[src/rtl/mem_arbiter.sv]
// mem_arbiter: two-port arbiter sharing one single-port memory between CPU (port 0) and DMA (port 1),
// with bounded bursts and one-cycle read return to the issuing port.
module mem_arbiter #(
    parameter int ADDR_W    = 8,
    parameter int DATA_W    = 8,
    parameter int MAX_BURST = 4,
    parameter bit PRIO0     = 1'b1
) (
    input  logic              clk,
    input  logic              rst_n,
    input  logic              req0,
    input  logic              we0,
    input  logic [ADDR_W-1:0] addr0,
    input  logic [DATA_W-1:0] wdata0,
    output logic              gnt0,
    output logic              rvalid0,
    output logic [DATA_W-1:0] rdata0,
    input  logic              req1,
    input  logic              we1,
    input  logic [ADDR_W-1:0] addr1,
    input  logic [DATA_W-1:0] wdata1,
    output logic              gnt1,
    output logic              rvalid1,
    output logic [DATA_W-1:0] rdata1,
    output logic [ADDR_W-1:0] mem_addr,
    output logic [DATA_W-1:0] mem_wdata,
    output logic              mem_we,
    input  logic [DATA_W-1:0] mem_rdata,
    output logic [1:0]        owner
);
    typedef enum logic [1:0] {IDLE = 2'b00, GNT0 = 2'b01, GNT1 = 2'b10} state_t;
    localparam logic [3:0] LAST = 4'(MAX_BURST - 1);

    state_t     state;
    logic [3:0] count;
    logic       last_served;
    logic       xfer0, xfer1;

    assign xfer0     = state == GNT0 && req0;
    assign xfer1     = state == GNT1 && req1;
    assign gnt0      = state == GNT0;
    assign gnt1      = state == GNT1;
    assign owner     = state;
    assign mem_addr  = xfer0 ? addr0 : xfer1 ? addr1 : '0;
    assign mem_wdata = xfer0 ? wdata0 : xfer1 ? wdata1 : '0;
    assign mem_we    = (xfer0 && we0) || (xfer1 && we1);
    assign rdata0    = rvalid0 ? mem_rdata : '0;
    assign rdata1    = rvalid1 ? mem_rdata : '0;

    always_ff @(posedge clk or negedge rst_n) begin
        if (!rst_n) begin
            state       <= IDLE;
            count       <= '0;
            last_served <= 1'b1;
            rvalid0     <= 1'b0;
            rvalid1     <= 1'b0;
        end else begin
            rvalid0 <= xfer0 && !we0;
            rvalid1 <= xfer1 && !we1;
            if (xfer0) last_served <= 1'b0;
            if (xfer1) last_served <= 1'b1;
            case (state)
                IDLE: begin
                    count <= '0;
                    // last_served=1 means port 1 went last, so port 0 wins a tie
                    if (req0 && (!req1 || PRIO0 || last_served)) state <= GNT0;
                    else if (req1) state <= GNT1;
                end
                GNT0: begin
                    if (!req0) begin
                        count <= '0;
                        state <= req1 ? GNT1 : IDLE;
                    end else if (count == LAST) begin
                        count <= '0;
                        if (req1) state <= GNT1;
                    end else begin
                        count <= count + 4'd1;
                    end
                end
                GNT1: begin
                    if (!req1) begin
                        count <= '0;
                        state <= req0 ? GNT0 : IDLE;
                    end else if (count == LAST) begin
                        count <= '0;
                        if (req0) state <= GNT0;
                    end else begin
                        count <= count + 4'd1;
                    end
                end
                default: state <= IDLE;
            endcase
        end
    end
endmodule

[config.mk]
export PLATFORM = sky130hd
export DESIGN_NAME = mem_arbiter
export DESIGN_NICKNAME = d
export VERILOG_FILES = /design/src/rtl/mem_arbiter.sv
export SDC_FILE = /design/constraint.sdc
export NUM_CORES = 1
export LEC_CHECK = 0
export CELL_PAD_IN_SITES_DETAIL_PLACEMENT = 1
export CELL_PAD_IN_SITES_GLOBAL_PLACEMENT = 1
export CORE_ASPECT_RATIO = 0.6
export CORE_MARGIN = 2
export CORE_UTILIZATION = 20
export CTS_CLUSTER_SIZE = 30
export DETAILED_ROUTE_END_ITERATION = 16
export PLACE_DENSITY = 0.85
export SKIP_LAST_GASP = 1
export SYNTH_ARGS = -nofsm -noshare
export SYNTH_HDL_FRONTEND = slang
export SYNTH_SLANG_ARGS = --single-unit
[constraint.sdc]
create_clock -name clk -period 3.1 [get_ports clk]
set_input_delay 0.775 -clock clk [delete_from_list [all_inputs] [get_ports clk]]
set_output_delay 0.775 -clock clk [all_outputs]
set_load 0.03 [all_outputs]
== After elaboration in Yosys (flattened, before gate mapping) ==
Index checks and enable logic that the tools add are counted.
Operators by class
  $add $sub $neg: 1
  $mul: 0
  div/mod/pow operators: 0
  magnitude comparators: 0
  eq/ne operators: 6
  shift operators: 0
  mux-type cells: 20
  bitwise logic cells: 0
  reduce and logical (&&, ||, !) cells: 12
Operators by type and width (count)
  2-to-1 mux 8 bit: 6
  2-to-1 mux 2 bit: 8
  2-to-1 mux 4 bit: 3
  one-hot mux 4 bit (3 select lines): 1
  logical AND 1 bit: 6
  inequality test 3 x 2 -> 1 bit, second input constant: 2
  one-hot mux 2 bit (3 select lines): 1
  adder 4 x 1 -> 4 bit, second input constant: 1
  equality test 4 x 2 -> 1 bit, second input constant: 1
  inequality test 3 bit, second input constant: 1
  AND reduction 3 bit: 1
  nonzero test 3 bit: 1
  equality test 2 x 1 -> 1 bit, second input constant: 1
  equality test 2 bit, second input constant: 1
  zero test 1 bit: 2
  zero test 2 bit: 1
  logical OR 1 bit: 1
  2-to-1 mux 1 bit: 1
Word-level totals
  bits in registers: 8
  bits in latches: 0
  RAM bits: 0
  ROM bits: 0
  bits of input ports: 46
  output and inout bits: 39
  word-level logic and storage cells: 43
  memories kept: 0

== Longest topological paths before layout ==
  depth after elaboration: 4
  gate-level depth with buffers: 7
  gate-level depth less buffers: 5

== Worst setup path after synthesis ==
No wires, ideal clock.
  path type: register -> output
  start: register state[1], in the netlist owner[1]
  end: output mem_addr[4]
  arrival: 1959 ps
  setup slack: 366 ps
  cell stages (with the launch flop): 8
  path buffers: 2
  cells stage by stage: dfrtp_1 inv_1 ha_1 and2_1 buf_6 nor2_8 buf_6 a22o_1
RTL lines
  start: declaration: RTL line 34  | state_t state;
  start signal: assignment: RTL line 72  | state <= req1 ? GNT1 : IDLE;
  start signal: assignment: RTL line 83  | state <= req0 ? GNT0 : IDLE;
  equality test 2 x 1 -> 1 bit
  via gnt0: RTL line 15  | output logic gnt0,
  logical AND 1 bit: RTL line 39  | assign xfer0 = state == GNT0 && req0;
  2-to-1 mux 8 bit: RTL line 44  | assign mem_addr = xfer0 ? addr0 : xfer1 ? addr1 : '0;
  end: declaration: RTL line 25  | output logic [ADDR_W-1:0] mem_addr,
The timed path passes the listed nets, and every way through them passes these cells.

== Final worst setup path ==
  start: input req0
  end: output mem_addr[1]
On the way
  cells in the longest elaborated chain, start to end: 2
Ends and longest elaborated chain
  start: declaration: RTL line 11  | input logic req0,
  logical AND 1 bit: RTL line 39
  2-to-1 mux 8 bit: RTL line 44
No other way between the ends.

==> results.cfg <==
[floorplanning]
placementRows = 17
io_pins = 85
die_area_um2 = 4630
core_area_um2 = 3790
start_util = 0.216
die_w_um = 86.5
die_h_um = 53.5

[detailed_routing]
drtIter0Drc = 16
routed_wl_mm = 3.67
viasPerCell = 4.78
routedWlPerCell_um = 16.5
drt_pass1_iterations = 3
remaining_drc_errors = 0
vias = 1062
antenna_left = 0

[timing]
fin_crit_sh = 0.926
fin_worst_skew_ps = 1.33
hold_violations = 0
fmax_ghz = 0.348
setup_slack_ps = 229
worst_slew_pin_slew_ps = 378
relSlewSlack = 0.747
drv_slew = 0
hold_slack_ps = 530
rsz0062_at_grt = no
final-setup-viol-count = 0
min_period_ps = 2870
fin_setup_tns_ps = 0

[yosys]
yosysWarnings = 0
syn_inst = 90
netlist_area_um2 = 817
synth_edf_count = 0
yosys_register_bits = 8
synth-async-reset-ratio = 1.00
synth_area_per_cell_um2 = 9.08
yosysUniqueCellTypes = 33
seq_area_frac_synth = 0.245
synth_fp_nets = 141
synthFlopType = dfrtp_1

[global_routing]
grt_first_pass_wirelength_mm = 5.23
antenna_found_initial = 0
grt_overflow = 0
grt_pass1_vias = 1040
grt_start_max_net_pins = 20
grtUsageTotal = 0.148

[min_path]
min_path_type = reg2reg

[cts]
clk_path_buf_depth = 2
cts.repair.resized = 0
cts_tree = done
worstSkewPairLatency_ps = 230
htree_levels = 1
cts.root.buffer_cell = clkbuf_8
cts_post_setup_buffers_inserted = 0
clkSinkCount = 8
cts_hold_buf = 0
cts_buffers = 3
clk_pin_slew_ps = 40

[setup_path]
cp_top_family = buffers and inverters
regToRegSetupSlack_ps = 1360
startpoint_type = input port
critPathBufInv = 3
crit_chain = clkdlybuf4s50_1 -> and2_1 -> buf_12 -> nor2_8 -> a22o_1 -> buf_4
arrival_ps = 2100
crit_fanout = 19
critical_path_class = in2out
slowest_stage = clkdlybuf4s50_1
cp.required_ps = 2320
max_stage_delay_ps = 410
critical_path.endpoint_type = output port

[cells_and_area]
finalNetCount = 228
fin_cells = 222
utilization = 0.452
multiInputGateArea_um2 = 568
regArea_um2 = 200
n_fill_cell = 437
drive_gt1_frac = 0.166
antenna_cells = 0
postLayoutCellArea_um2 = 1710
areaGrowthSynthToFinish_pct = 110

[pwr]
powerDensity_nw_per_um2 = 588
ir_drop_uv = 317
p_leak_nw = 0.720
power.total_mw = 1.01

[placement]
dpl-instance-area_um2 = 1670
place.port_buffers = 84
routabilityCongestion = 0.803
dp_cells = 219
dp_slack_ps = 225
detailed_place_hpwl_mm = 3.24

[flow_run]
max-cap-violations = 0

[outcome]
status = finished, final reports clean
-- synth_stat cells (all sizes together) (2+ instances only) --
| library cell | count | area share |
|---|---|---|
| nand2 | 4 | 0.018 |
| inv | 3 | 0.014 |
| nand3 | 4 | 0.025 |
| a21oi | 2 | 0.012 |
| a22o | 17 | 0.18 |
| nor2 | 2 | 0.029 |
| o21ai | 4 | 0.025 |
| dfrtp | 8 | 0.25 |
| buf | 4 | 0.040 |
| and2 | 17 | 0.13 |
| ha | 5 | 0.077 |
| nand2b | 2 | 0.015 |
-- flip-flops by register name (all words and copies together) (netlist names) --
signal	count
rvalid1	1
owner	2
rvalid0	1
count	4
-- area by class of cell --
class,count,area share
Timing Repair Buffer,87,0.486
Multi-Input combinational cell,74,0.332
Sequential cell,8,0.117
Tap cell,47,0.0343
Clock buffer,3,0.0241
Inverter,3,0.00657
-- layout by cell type, fill, tap and decap left out, drive strengths merged --
cell / netlist / final
nand4b: 1 / 1
a21oi: 2 / 2
and2: 17 / 17
a21o: 1 / 1
nand2: 4 / 4
a31oi: 1 / 1
a221o: 1 / 1
clkdlybuf4s50: 0 / 67
a211oi: 1 / 1
dfrtp: 8 / 8
nand4bb: 1 / 1
nand3: 4 / 4
o21ai: 4 / 4
a32o: 1 / 1
a22o: 17 / 17
a221oi: 1 / 1
o31ai: 1 / 1
nor3b: 1 / 1
nor2: 2 / 2
nand2b: 2 / 2
a22oi: 1 / 1
clkbuf: 1 / 3
buf: 4 / 20
nand3b: 1 / 1
o311a: 1 / 1
ha: 5 / 5
or4: 1 / 1
o41ai: 1 / 1
inv: 3 / 3
nor2b: 1 / 1
or3: 1 / 1
-- path summary, 6_finish.rpt --
check | start | endpoint | cells past startpoint
max in group asynchronous | rst_n | count[1] | 1
worst max register to register | owner[0] | owner[1] | 5
worst min register to register | count[0] | count[0] | 1
worst max-delay path | req0 | mem_addr[1] | 6
worst min-delay path | count[0] | count[0] | 1
min in group asynchronous | rst_n | rvalid0 | 1
-- cell families (layout without fill, tap and decap cells) --
logic type,Yosys count,count (layout),synth area share
buffers and inverters,8,93,0.0597
and+or+nand+nor,36,36,0.286
adders and majority gates,5,5,0.0766
DFF,8,8,0.245
AOI/OAI and AO/OA,33,33,0.332
-- metal layers --
metal / part of all wire / vias up / track usage
li1: - / 514 / -
met1: 0.43 / 505 / 0.186
met2: 0.50 / 43 / 0.269
met3: 0.060 / 0 / 0.0359
met4: 0 / 0 / 0.0156
met5: 0 / - / 0
-- worst reg2reg max path, stage by stage (launching register included) --
cell,delay [ps]
dfrtp_1,420
inv_1,110
ha_1,310
a22oi_2,280
a21oi_1,100
a221o_2,410
-- where the power goes --
| group | internal (mW) | total (mW) | switching [mW] |
|---|---|---|---|
| sequential | 0.126 | 0.155 | 0.0293 |
| clock | 0.0841 | 0.125 | 0.0407 |
| combinational | 0.317 | 0.727 | 0.410 |
| total | 0.527 | 1.01 | 0.480 |
Note: power is estimated with default switching activity, not from simulation.
